$ cat config.mk
export PLATFORM = sky130hd
export DESIGN_NAME = axi_rd_arb_flat
export DESIGN_NICKNAME = d
export VERILOG_FILES = /design/src/rtl/axi_rd_arb_if.sv /design/src/rtl/axi_rd_arb.sv /design/src/flat_wrapper.sv
export SDC_FILE = /design/constraint.sdc
export NUM_CORES = 1
export LEC_CHECK = 0
export ABC_AREA = 0
export CORE_AREA = 2 2 96 98
export CTS_CLUSTER_SIZE = 40
export DETAILED_ROUTE_END_ITERATION = 10
export DIE_AREA = 0 0 98 100
export PLACE_DENSITY = 0.75
export SYNTH_ARGS = -nofsm -noshare
export SYNTH_HDL_FRONTEND = slang
export SYNTH_SLANG_ARGS = --single-unit
$ cat constraint.sdc
create_clock -name ACLK -period 3.25 [get_ports ACLK]
set_input_delay 0.65 -clock ACLK [delete_from_list [all_inputs] [get_ports ACLK]]
set_output_delay 0.65 -clock ACLK [all_outputs]
set_load 0.03 [all_outputs]
$ cat src/rtl/axi_rd_arb_if.sv
// rtl/axi_rd_arb_if.sv - bus bundle between two AXI read masters, the arbiter and one AXI read slave
//
// Purpose: carries every address/read-data handshake signal of the arbiter.
//   m_* fields are packed per master: master i occupies slice i of each vector.
//   s_* fields are the single downstream slave port.
// Modports:
//   master : the arbiter's view (it masters the shared slave and answers the two masters)
//   slave  : the environment's view (upstream masters plus the downstream slave)
interface axi_rd_arb_if #(
  parameter int ADDR_W = 32,
  parameter int DATA_W = 32
);
  logic [2*ADDR_W-1:0] m_ARADDR;
  logic [15:0]         m_ARLEN;
  logic [5:0]          m_ARSIZE;
  logic [3:0]          m_ARBURST;
  logic [1:0]          m_ARVALID;
  logic [1:0]          m_ARREADY;
  logic [2*DATA_W-1:0] m_RDATA;
  logic [3:0]          m_RRESP;
  logic [1:0]          m_RVALID;
  logic [1:0]          m_RREADY;

  logic [ADDR_W-1:0]   s_ARADDR;
  logic [7:0]          s_ARLEN;
  logic [2:0]          s_ARSIZE;
  logic [1:0]          s_ARBURST;
  logic                s_ARVALID;
  logic                s_ARREADY;
  logic [DATA_W-1:0]   s_RDATA;
  logic [1:0]          s_RRESP;
  logic                s_RVALID;
  logic                s_RREADY;

  modport master (
    input  m_ARADDR, m_ARLEN, m_ARSIZE, m_ARBURST, m_ARVALID, m_RREADY,
    input  s_ARREADY, s_RDATA, s_RRESP, s_RVALID,
    output m_ARREADY, m_RDATA, m_RRESP, m_RVALID,
    output s_ARADDR, s_ARLEN, s_ARSIZE, s_ARBURST, s_ARVALID, s_RREADY
  );

  modport slave (
    output m_ARADDR, m_ARLEN, m_ARSIZE, m_ARBURST, m_ARVALID, m_RREADY,
    output s_ARREADY, s_RDATA, s_RRESP, s_RVALID,
    input  m_ARREADY, m_RDATA, m_RRESP, m_RVALID,
    input  s_ARADDR, s_ARLEN, s_ARSIZE, s_ARBURST, s_ARVALID, s_RREADY
  );
endinterface

$ cat src/rtl/axi_rd_arb.sv
// rtl/axi_rd_arb.sv - two-master AXI read arbiter sharing one slave, one transaction in flight
//
// Purpose: grants the shared read slave to one of two masters per burst. A tie
//   goes to the master that did not win last time. The address phase and all
//   read beats are routed combinationally between the granted master and the slave.
// Ports:
//   ACLK   : clock, all state changes on the rising edge
//   ARESET : synchronous active-high reset
//   bus    : axi_rd_arb_if.master, both upstream masters and the downstream slave
module axi_rd_arb #(
  parameter int ADDR_W = 32,
  parameter int DATA_W = 32
) (
  input  logic          ACLK,
  input  logic          ARESET,
  axi_rd_arb_if.master  bus
);

  typedef enum logic [1:0] {IDLE, ADDR, DATA} state_t;

  state_t     state_q, state_d;
  logic       g_q, g_d;       // granted master
  logic       lg_q, lg_d;     // master granted by the last completed burst
  logic [8:0] cnt_q, cnt_d;   // beats still owed by the slave

  // Fields of the granted master, selected once and reused below.
  logic [ADDR_W-1:0] addr_g;
  logic [7:0]        len_g;
  logic [2:0]        size_g;
  logic [1:0]        burst_g;
  logic              arvalid_g;
  logic              rready_g;
  // Outputs are forced quiet while reset is held, even before the state flop clears.
  logic              live;

  assign addr_g    = g_q ? bus.m_ARADDR[2*ADDR_W-1:ADDR_W] : bus.m_ARADDR[ADDR_W-1:0];
  assign len_g     = g_q ? bus.m_ARLEN[15:8]   : bus.m_ARLEN[7:0];
  assign size_g    = g_q ? bus.m_ARSIZE[5:3]   : bus.m_ARSIZE[2:0];
  assign burst_g   = g_q ? bus.m_ARBURST[3:2]  : bus.m_ARBURST[1:0];
  assign arvalid_g = g_q ? bus.m_ARVALID[1]    : bus.m_ARVALID[0];
  assign rready_g  = g_q ? bus.m_RREADY[1]     : bus.m_RREADY[0];
  assign live      = ~ARESET;

  always_ff @(posedge ACLK) begin
    if (ARESET) begin
      state_q <= IDLE;
      g_q     <= 1'b0;
      lg_q    <= 1'b1;
      cnt_q   <= 9'd0;
    end else begin
      state_q <= state_d;
      g_q     <= g_d;
      lg_q    <= lg_d;
      cnt_q   <= cnt_d;
    end
  end

  always_comb begin
    state_d       = state_q;
    g_d           = g_q;
    lg_d          = lg_q;
    cnt_d         = cnt_q;
    bus.m_ARREADY = '0;
    bus.m_RDATA   = '0;
    bus.m_RRESP   = '0;
    bus.m_RVALID  = '0;
    bus.s_ARADDR  = '0;
    bus.s_ARLEN   = '0;
    bus.s_ARSIZE  = '0;
    bus.s_ARBURST = '0;
    bus.s_ARVALID = 1'b0;
    bus.s_RREADY  = 1'b0;

    case (state_q)
      IDLE: begin
        if (|bus.m_ARVALID) begin
          // Both requesting: alternate away from the last winner.
          g_d     = (&bus.m_ARVALID) ? ~lg_q : bus.m_ARVALID[1];
          state_d = ADDR;
        end
      end

      ADDR: begin
        bus.s_ARADDR  = addr_g;
        bus.s_ARLEN   = len_g;
        bus.s_ARSIZE  = size_g;
        bus.s_ARBURST = burst_g;
        bus.s_ARVALID = arvalid_g & live;
        if (g_q) bus.m_ARREADY[1] = bus.s_ARREADY & live;
        else     bus.m_ARREADY[0] = bus.s_ARREADY & live;
        // A withdrawn request simply holds the grant here until it returns.
        if (arvalid_g && bus.s_ARREADY) begin
          cnt_d   = {1'b0, len_g} + 9'd1;
          state_d = DATA;
        end
      end

      DATA: begin
        bus.s_RREADY = rready_g & live;
        if (g_q) begin
          bus.m_RDATA[2*DATA_W-1:DATA_W] = bus.s_RDATA;
          bus.m_RRESP[3:2]               = bus.s_RRESP;
          bus.m_RVALID[1]                = bus.s_RVALID & live;
        end else begin
          bus.m_RDATA[DATA_W-1:0]        = bus.s_RDATA;
          bus.m_RRESP[1:0]               = bus.s_RRESP;
          bus.m_RVALID[0]                = bus.s_RVALID & live;
        end
        // Burst length is fixed by ARLEN; error responses do not end it early.
        if (bus.s_RVALID && rready_g) begin
          cnt_d = cnt_q - 9'd1;
          if (cnt_q == 9'd1) begin
            lg_d    = g_q;
            state_d = IDLE;
          end
        end
      end

      default: state_d = IDLE;
    endcase
  end

endmodule

$ cat src/flat_wrapper.sv
// flat-port wrapper written by rule: the top's interface ports become plain ports
module axi_rd_arb_flat 
#(
  parameter int ADDR_W = 32,
  parameter int DATA_W = 32
)
  (ACLK, ARESET, bus_m_ARADDR, bus_m_ARLEN, bus_m_ARSIZE, bus_m_ARBURST, bus_m_ARVALID, bus_m_RREADY, bus_s_ARREADY, bus_s_RDATA, bus_s_RRESP, bus_s_RVALID, bus_m_ARREADY, bus_m_RDATA, bus_m_RRESP, bus_m_RVALID, bus_s_ARADDR, bus_s_ARLEN, bus_s_ARSIZE, bus_s_ARBURST, bus_s_ARVALID, bus_s_RREADY);
  axi_rd_arb_if #(.ADDR_W(ADDR_W), .DATA_W(DATA_W)) bus_i ();
  input  logic ACLK;
  input  logic ARESET;
  input wire logic [$bits(bus_i.m_ARADDR)-1:0] bus_m_ARADDR;
  input wire logic [$bits(bus_i.m_ARLEN)-1:0] bus_m_ARLEN;
  input wire logic [$bits(bus_i.m_ARSIZE)-1:0] bus_m_ARSIZE;
  input wire logic [$bits(bus_i.m_ARBURST)-1:0] bus_m_ARBURST;
  input wire logic [$bits(bus_i.m_ARVALID)-1:0] bus_m_ARVALID;
  input wire logic [$bits(bus_i.m_RREADY)-1:0] bus_m_RREADY;
  input wire logic [$bits(bus_i.s_ARREADY)-1:0] bus_s_ARREADY;
  input wire logic [$bits(bus_i.s_RDATA)-1:0] bus_s_RDATA;
  input wire logic [$bits(bus_i.s_RRESP)-1:0] bus_s_RRESP;
  input wire logic [$bits(bus_i.s_RVALID)-1:0] bus_s_RVALID;
  output wire logic [$bits(bus_i.m_ARREADY)-1:0] bus_m_ARREADY;
  output wire logic [$bits(bus_i.m_RDATA)-1:0] bus_m_RDATA;
  output wire logic [$bits(bus_i.m_RRESP)-1:0] bus_m_RRESP;
  output wire logic [$bits(bus_i.m_RVALID)-1:0] bus_m_RVALID;
  output wire logic [$bits(bus_i.s_ARADDR)-1:0] bus_s_ARADDR;
  output wire logic [$bits(bus_i.s_ARLEN)-1:0] bus_s_ARLEN;
  output wire logic [$bits(bus_i.s_ARSIZE)-1:0] bus_s_ARSIZE;
  output wire logic [$bits(bus_i.s_ARBURST)-1:0] bus_s_ARBURST;
  output wire logic [$bits(bus_i.s_ARVALID)-1:0] bus_s_ARVALID;
  output wire logic [$bits(bus_i.s_RREADY)-1:0] bus_s_RREADY;
  assign bus_i.m_ARADDR = bus_m_ARADDR;
  assign bus_i.m_ARLEN = bus_m_ARLEN;
  assign bus_i.m_ARSIZE = bus_m_ARSIZE;
  assign bus_i.m_ARBURST = bus_m_ARBURST;
  assign bus_i.m_ARVALID = bus_m_ARVALID;
  assign bus_i.m_RREADY = bus_m_RREADY;
  assign bus_i.s_ARREADY = bus_s_ARREADY;
  assign bus_i.s_RDATA = bus_s_RDATA;
  assign bus_i.s_RRESP = bus_s_RRESP;
  assign bus_i.s_RVALID = bus_s_RVALID;
  assign bus_m_ARREADY = bus_i.m_ARREADY;
  assign bus_m_RDATA = bus_i.m_RDATA;
  assign bus_m_RRESP = bus_i.m_RRESP;
  assign bus_m_RVALID = bus_i.m_RVALID;
  assign bus_s_ARADDR = bus_i.s_ARADDR;
  assign bus_s_ARLEN = bus_i.s_ARLEN;
  assign bus_s_ARSIZE = bus_i.s_ARSIZE;
  assign bus_s_ARBURST = bus_i.s_ARBURST;
  assign bus_s_ARVALID = bus_i.s_ARVALID;
  assign bus_s_RREADY = bus_i.s_RREADY;
  axi_rd_arb #(.ADDR_W(ADDR_W), .DATA_W(DATA_W)) u_core (.ACLK(ACLK), .ARESET(ARESET), .bus(bus_i));
endmodule
# Yosys cells after proc, flatten, opt, wreduce, memory -nomap -nowiden
# Index checks and enable logic that the tools add are counted.
dict set report word_totals {
  ff_bits 13
  input_bits 132
  out_inout_bits 119
  wordCells 62
}
dict set report op_classes {
  add_sub_neg 2
  n_eq_ne 7
  mux 33
  bitwise_logic 6
  n_reduce_logical 10
}
# operator n
set ops {}
lappend ops {{$mux 32} 4}
lappend ops {{$mux 64} 1}
lappend ops {{$mux 2} 10}
lappend ops {{$mux 9} 2}
lappend ops {{$pmux 9 s2} 1}
lappend ops {{$mux 8} 2}
lappend ops {{$add 8x1->9 const B} 1}
lappend ops {{$eq 9x1->1 const B} 1}
lappend ops {{$mux 1} 9}
lappend ops {{$sub 9x1->9 const B} 1}
lappend ops {{$ne 2x1->1 const B} 4}
lappend ops {{$mux 3} 2}
lappend ops {{$pmux 2 s3} 1}
lappend ops {{$reduce_and 3->1} 2}
lappend ops {{$and 1x1->1} 4}
lappend ops {{$mux 4} 1}
lappend ops {{$reduce_and 2->1} 2}
lappend ops {{$reduce_and 4->1} 1}
lappend ops {{$eq 2x1->1 const B} 1}
lappend ops {{$eq 2x2->1 const B} 1}
lappend ops {{$logic_and 1x1->1} 2}
lappend ops {{$logic_not 2->1} 1}
lappend ops {{$not 1->1} 2}
lappend ops {{$reduce_bool 2->1} 1}
lappend ops {{$reduce_or 2->1} 1}

# Logic depth before layout (Yosys ltp)
# Gate-level depths: netlist of run 1.
dict set report logic_depth {
  ltp_word 4
  mapped_depth 10
  mapped_depth_nobuf 8
}

# Worst setup path before layout of run 1
# OpenSTA, ideal clock, no wires.
dict set report synth_path {
  kind {flip-flop to output port}
  from {register u_core.g_q}
  to {output port bus_m_RDATA[56]}
  arrival_ns 1.569
  required_time_ns 2.600
  setup_slack_ns 1.031
  path_stages_with_launch 6
  path_buffers 4
  cell_sequence {dfxtp_1 > buf_6 > clkbuf_1 > buf_2 > clkbuf_1 > and3_1}
}
dict set report synth_via {
  elab_chain_len 2
}
# element line
set synth_rtl {}
lappend synth_rtl {{start, declared} axi_rd_arb.sv:22} ;# logic g_q, g_d;
lappend synth_rtl {{start signal, assigned} axi_rd_arb.sv:52} ;# g_q <= g_d;
lappend synth_rtl {{$mux 32} axi_rd_arb.sv:100} ;# if (g_q) begin
lappend synth_rtl {{$mux 64} axi_rd_arb.sv:74} ;# case (state_q)
lappend synth_rtl {{end, declared} flat_wrapper.sv:22} ;# output wire logic [$bits(bus_i.m_RDATA)-1:0] bus_m_RDATA;
# No other way between the ends.

# Worst setup path after layout of run 1
dict set report layout_path {
  from {input port ARESET}
  to {output port bus_s_RREADY}
}
dict set report layout_via {
  elab_chain_len 3
}
# element line
set layout_rtl {}
lappend layout_rtl {{start, declared} flat_wrapper.sv:10} ;# input logic ARESET;
lappend layout_rtl {{$not 1->1} axi_rd_arb.sv:42} ;# assign live = ~ARESET;
lappend layout_rtl {{$and 1x1->1} axi_rd_arb.sv:99} ;# bus.s_RREADY = rready_g & live;
lappend layout_rtl {{$mux 1} axi_rd_arb.sv:74}
lappend layout_rtl {{end, declared} flat_wrapper.sv:30} ;# output wire logic [$bits(bus_i.s_RREADY)-1:0] bus_s_RREADY;
# No other way between the ends.

==> impl_metrics.csv, run 1 <==
group,metric,value,unit
run_status,status,"finished clean",
power,power_leakage,1.906,nW
floorplan,start_util,0.2436,
clock_network,cts_sinks,13,
timing,post-route-period-util,0.9252,
placement,dpl_cell_area,4696,sq um
cells_and_area,layout_common_cells,"213 x clkdlybuf4s50_1, 58 x nor2_1, 47 x mux2i_1",
cells_and_area,syn2layout_area_growth,118.9,%
cells_and_area,design_area,4741,sq um
clock_network,clock_path_buffers,2,
worst_setup_path,crit_required,2.60,ns
floorplan,pin_count,251,
timing,fmax,332.6,MHz
worst_setup_path,end_kind,"output port",
global_routing,grt_pass1_wl,15.14,mm
floorplan,die_area,9800,sq um
logic_synthesis,yosysUniqueCellTypes,44,
worst_hold_path,holdPathEnd,"u_core.lg_q$_SDFFE_PP1P_",
logic_synthesis,syn-num-nets,447,
clock_network,cts_buffers,3,
global_routing,grt_use_total,0.1883,
placement,dpl.hpwl,8.336,mm
clock_network,hold_buffers,0,
placement,gp_congestion,0.8776,
power,power_density,202.0,nW/um^2
power,ir_worst_vdd,0.1035,mV
timing,rsz0062_at_grt,"no",
timing,finalHoldViolations,0,
global_routing,overflow,0,
logic_synthesis,yosysSeqAreaShare,0.1202,
timing,slew_headroom,0.5613,
logic_synthesis,synth_edf_count,0,
clock_network,clock_latency,0.25,ns
floorplan,die_w,98,um
clock_network,post-cts-setup-buffer-count,0,
logic_synthesis,avgSynthCellArea,6.942,sq um
cells_and_area,nFillCells,833,
timing,period_minus_slack,3.007,ns
routing,drt_wl_total,9.953,mm
worst_setup_path,r2r-start,"u_core.g_q$_SDFFE_PP0P_",
logic_synthesis,synthCells,312,
cells_and_area,multi_input_area,1754,sq um
cells_and_area,seq_area,264.0,sq um
timing,finalSetupTns,0,ns
clock_network,clkTransAtPathRegs,0.05,ns
floorplan,rows,35,
clock_network,cts-resized-gates,0,
flow_run,maxCapViolations,0,
worst_setup_path,critical_path_peak_fanout,8,
cells_and_area,fin_nets,681,
worst_hold_path,hold_start,"u_core.lg_q$_SDFFE_PP1P_",
routing,dr.pass1.iters,4,
placement,port_buffers,250,
timing,fin_worst_skew,0.001356,ns
timing,slew_viol_final,0,
routing,via_per_inst,4.755,
worst_setup_path,reg2reg_to,"u_core.cnt_q[3]$_SDFFE_PP0P_",
worst_setup_path,crit_arrival,2.36,ns
cells_and_area,layout_commonest_cell,"clkdlybuf4s50_1",
routing,drtIter0Drc,85,
worst_setup_path,ff2ff_setup_slack,0.97,ns
logic_synthesis,synth_ff_type,"dfxtp_1",
logic_synthesis,synth_seq_cells,13,
worst_setup_path,path_class,"input port to output port",
routing,wl_per_cell,15.17,um
logic_synthesis,synth.cell_area,2166,sq um
logic_synthesis,yosysWarnings,0,
global_routing,grt_pass1_vias,2990,
worst_setup_path,cp-start-kind,"input port",
cells_and_area,drive_gt1_frac,0.1046,
global_routing,antenna_found_initial,0,
cells_and_area,diodes,0,
clock_network,h-tree-depth,1,
worst_hold_path,worstHoldPathCells,2,
timing,worst_slew_pin_slew,0.6521,ns
routing,ant_nets,0,
floorplan,core-area,8890,sq um
logic_synthesis,async_flop_share,0,
clock_network,cts-root-buf,"clkbuf_8",
floorplan,die_h,100,um
routing,via_count,3119,
global_routing,grt_max_degree,57,
power,power,0.0009577,W
routing,post-route-drc-count,0,
worst_hold_path,hp-class,"flop to flop",
worst_setup_path,rr_worst_depth,6,
timing,setup_violations,0,
clock_network,cts_tree,"done",
[per-stage QoR]
stage	setup slack [ns]	hold slack [ns]	utilization	std cells
global route	0.1334	0.5383	0.5333	656
detailed placement	0.2428	0.4780	0.5282	652
finish	0.2432	0.4884	0.5333	656
CTS	0.2436	0.4923	0.5333	656
floorplan	1.031	0.4490	-	312
global placement	0.2665	0.4743	0.5282	652
[where the power goes]
part	switching, W	internal, W	leakage, nW
Clock	0.0000581	0.0000867	0.0228
Sequential	0.0000186	0.000167	0.107
Combinational	0.000304	0.000323	1.78
Total	0.000380	0.000577	1.91
[registers in the layout, indices dropped and copies added, names as in the netlist]
signal and cells:
u_core.cnt_q 9, u_core.g_q 1, u_core.lg_q 1, u_core.state_q 2
[worst max-delay path: stages]
cell             delay, ns
clkdlybuf4s50_1       0.57
nor2_1                0.28
and2_1                0.18
clkdlybuf4s50_1       0.67
[layout make-up]
type	instances	area share
clock buffer	4	0.009501
inverter	5	0.003959
multi-input combinational	265	0.3700
sequential	13	0.05569
tap	111	0.02930
timing repair buffer	258	0.5315
[logic make-up (layout without fill, tap and decap cells)]
logic type	after synthesis	count (layout)	synth area share
multiplexers	49	49	0.2293
XOR/XNOR	6	6	0.02426
buffers and inverters	34	267	0.07221
AO/OA/AOI/OAI	32	32	0.1011
flip-flops	13	13	0.1202
adder cells (fa/ha/maj)	3	3	0.01733
AND/OR/NAND/NOR	175	175	0.4356
[cell usage after synthesis, types with 3 or more instances]
cell      count  share of area
a21oi_1       7          0.016
a31oi_1       5          0.014
and2_1       35           0.10
and3_1       36           0.10
buf_1         3         0.0052
buf_2         5          0.012
buf_6         3          0.016
clkbuf_1     18          0.031
dfxtp_1      13           0.12
ha_1          3          0.017
inv_1         5         0.0087
mux2i_1      47           0.22
nand2_1      10          0.017
nand2b_1      4          0.012
nand3_1       9          0.021
nand3b_1      4          0.014
nand4_1       3         0.0087
nor2_1       58           0.10
nor3_1        4         0.0092
o21ai_0       3         0.0069
xnor2_1       6          0.024
[how the worst max path moves through the flow]
stage | startpoint | endpoint | slack [ns] | cells past startpoint
3_5_place_dp | ARESET | bus_s_RREADY | 0.24 | 4
5_1_grt | ARESET | bus_s_RREADY | 0.13 | 4
4_1_cts | ARESET | bus_s_RREADY | 0.24 | 4
2_1_floorplan | u_core.g_q$_SDFFE_PP0P_ | bus_m_RDATA[56] | 1.03 | 5
6_report | ARESET | bus_s_RREADY | 0.24 | 4
3_3_place_gp | ARESET | bus_m_ARREADY[0] | 0.27 | 5
[layer usage]
metal / global-route usage / share of wire
met1: 0.2224 / 0.39
met2: 0.3493 / 0.52
met3: 0.03343 / 0.072
met4: 0.05235 / 0.018
met5: 0 / 0
Note: power is estimated with default switching activity, not from simulation.
==> run 2: changes to the inputs <==
--- a/config.mk
+++ b/config.mk
@@ -6,11 +6,12 @@
 export NUM_CORES = 1
 export LEC_CHECK = 0
 export ABC_AREA = 0
-export CORE_AREA = 2 2 96 98
+export CORE_MARGIN = 2
+export CORE_UTILIZATION = 25
 export CTS_CLUSTER_SIZE = 40
 export DETAILED_ROUTE_END_ITERATION = 10
-export DIE_AREA = 0 0 98 100
-export PLACE_DENSITY = 0.75
+export MAX_ROUTING_LAYER = met4
+export PLACE_DENSITY = 0.78
 export SYNTH_ARGS = -nofsm -noshare
 export SYNTH_HDL_FRONTEND = slang
 export SYNTH_SLANG_ARGS = --single-unit
==> constraint.sdc (replaced) <==
create_clock -name ACLK -period 2.7 [get_ports ACLK]
set_input_delay 0.54 -clock ACLK [delete_from_list [all_inputs] [get_ports ACLK]]
set_output_delay 0.54 -clock ACLK [all_outputs]
set_load 0.03 [all_outputs]
==> run 2 against run 1 <==
Hold slack got worse by 0.0054 ns. Combinational power rose by 21%. Largest power group unchanged. Final cell count fell by 0.61%. Highest routed layer unchanged. Largest cell class unchanged. Sequential cell count did not move.
==> impl_metrics.csv, run 2 (synthesis results as in run 1) <==
group,metric,value,unit
worst_hold_path,hp-class,"flop to flop",
global_routing,grt_pass1_wl,15.68,mm
worst_setup_path,cp-start-kind,"input port",
timing,setup_violations,0,
routing,post-route-drc-count,0,
flow_run,maxCapViolations,0,
worst_setup_path,ff2ff_setup_slack,0.40,ns
routing,ant_nets,0,
timing,worst_slew_pin_slew,0.7305,ns
cells_and_area,layout_common_cells,"210 x clkdlybuf4s50_1, 58 x nor2_1, 47 x mux2i_1",
placement,port_buffers,250,
worst_setup_path,cp_slowest_cell,"clkdlybuf4s50_1",
cells_and_area,layout_commonest_cell,"clkdlybuf4s50_1",
worst_setup_path,end_kind,"output port",
floorplan,die_w,97.08,um
cells_and_area,diodes,0,
worst_setup_path,critical_path_peak_fanout,2,
routing,dr.pass1.iters,4,
timing,finalHoldViolations,0,
cells_and_area,fin_nets,683,
worst_hold_path,hold_start,"u_core.lg_q$_SDFFE_PP1P_",
worst_setup_path,path_buf_inv,2,
timing,finalSetupTns,0,ns
worst_setup_path,crit_chain,"clkdlybuf4s50_1, mux2_2, nor2b_1, clkdlybuf4s50_1",
worst_hold_path,holdPathEnd,"u_core.lg_q$_SDFFE_PP1P_",
worst_setup_path,r2r-start,"u_core.g_q$_SDFFE_PP0P_",
routing,drtIter0Drc,110,
floorplan,pin_count,251,
clock_network,post-cts-setup-buffer-count,0,
global_routing,overflow,0,
cells_and_area,largestRegisters,"u_core.cnt_q (9), u_core.state_q (2)",
timing,whs,0.4829,ns
floorplan,die_h,97.08,um
floorplan,start_util,0.2610,
power,ir_worst_vdd,0.1236,mV
routing,wl_per_cell,15.28,um
cells_and_area,largest_reg_flops,9,
clock_network,cts_sinks,13,
routing,drt_wl_total,9.964,mm
timing,rsz0062_at_grt,"no",
clock_network,cts-resized-gates,0,
placement,gp_congestion,0.9371,
timing,post-route-period-util,0.9565,
power,power_leakage,1.926,nW
clock_network,cts-root-buf,"clkbuf_8",
clock_network,cts_tree,"done",
routing,via_per_inst,4.807,
clock_network,clock_latency,0.25,ns
worst_setup_path,worstSetupStartpoint,"bus_m_ARLEN[1]",
clock_network,clock_path_buffers,2,
floorplan,die_area,9424,sq um
clock_network,h-tree-depth,1,
worst_setup_path,rr_worst_depth,6,
global_routing,antenna_found_initial,0,
worst_setup_path,crit_required,2.16,ns
cells_and_area,syn2layout_area_growth,119.5,%
floorplan,core-area,8299,sq um
placement,dpl.hpwl,8.129,mm
run_status,status,"finished clean",
worst_setup_path,path_class,"input port to output port",
clock_network,hold_buffers,0,
cells_and_area,nFillCells,731,
timing,fin_worst_skew,0.002417,ns
floorplan,rows,33,
global_routing,grt_use_total,0.2023,
global_routing,grt_pass1_vias,3054,
cells_and_area,top_register,"u_core.cnt_q",
timing,fmax,387.2,MHz
global_routing,grt_max_degree,49,
cells_and_area,drive_gt1_frac,0.1133,
routing,via_count,3134,
clock_network,cts_buffers,3,
clock_network,clkTransAtPathRegs,0.06,ns
timing,period_minus_slack,2.583,ns
worst_setup_path,reg2reg_to,"u_core.cnt_q[3]$_SDFFE_PP0P_",
timing,slew_viol_final,0,
worst_setup_path,cpLargestDelayFamily,"buffers and inverters",
worst_setup_path,cp_common_cell,"clkdlybuf4s50_1",
power,power_density,243.9,nW/um^2
worst_setup_path,cpPeakStageDelay,0.68,ns
worst_hold_path,worstHoldPathCells,2,
timing,slew_headroom,0.5085,
worst_setup_path,crit_arrival,2.04,ns
-- run 2: worst max-delay path by stage --
| stage | slack, ns | cells after the start | end |
|---|---|---|---|
| finish | 0.12 | 4 | bus_s_ARLEN[1] |
| global route | 0.07 | 4 | bus_s_ARLEN[7] |
| CTS | 0.14 | 4 | bus_s_ARLEN[1] |
| detailed placement | 0.15 | 4 | bus_s_ARLEN[1] |
| global placement | 0.18 | 4 | bus_s_ARLEN[1] |
| floorplan | 0.59 | 5 | bus_m_RDATA[56] |
-- run 2: metal layers --
| metal | global-route usage | vias to the layer above | wire length (um) | part of all wire |
|---|---|---|---|---|
| met5 | - | - | 0 | 0 |
| met4 | 0.04334 | 0 | 156 | 0.016 |
| met3 | 0.01799 | 12 | 558 | 0.056 |
| met2 | 0.3718 | 151 | 5269 | 0.53 |
| met1 | 0.2397 | 1405 | 3980 | 0.40 |
| li1 | - | 1566 | - | - |
-- run 2: stage by stage --
stage,setup WS [ns],total power [W],instances,area (sq um),utilization
6_report,0.1174,0.001159,652,4753,0.5727
2_1_floorplan,0.5912,0.0005926,312,2166,-
4_1_cts,0.1398,0.001165,652,4753,0.5727
5_1_grt,0.06505,0.001226,652,4753,0.5727
3_5_place_dp,0.1455,0.0009837,648,4708,0.5673
3_3_place_gp,0.1802,0.0009744,648,4708,0.5673
-- run 2: area by class of cell --
cell class	count	area, sq um	area share
inverters	5	18.77	0.003948
repair buffers	260	2540	0.5344
multi-input cells	265	1754	0.3690
well taps	105	131.4	0.02764
flip-flops and latches	13	264.0	0.05554
clock buffers	4	45.04	0.009476
-- run 2: report_power, final --
group          internal (W)  switching, W  leakage [nW]
combinational      0.000392      0.000368          1.80
clock              0.000104     0.0000758        0.0228
sequential         0.000201     0.0000180         0.107
-- run 2: worst min-delay path, stage by stage (launching register included) --
cell,delay [ns]
dfxtp_1,0.32
mux2i_1,0.07
nand2b_1,0.06
==> run 3: changes to the inputs <==
--- a/config.mk
+++ b/config.mk
@@ -8,7 +8,7 @@
 export ABC_AREA = 0
 export CORE_MARGIN = 2
 export CORE_UTILIZATION = 25
-export CTS_CLUSTER_SIZE = 40
+export CTS_CLUSTER_SIZE = 20
 export DETAILED_ROUTE_END_ITERATION = 10
 export MAX_ROUTING_LAYER = met4
 export PLACE_DENSITY = 0.78
==> results of run 3 <==
The final DEF is identical to that of run 2; final timing and power are the same.
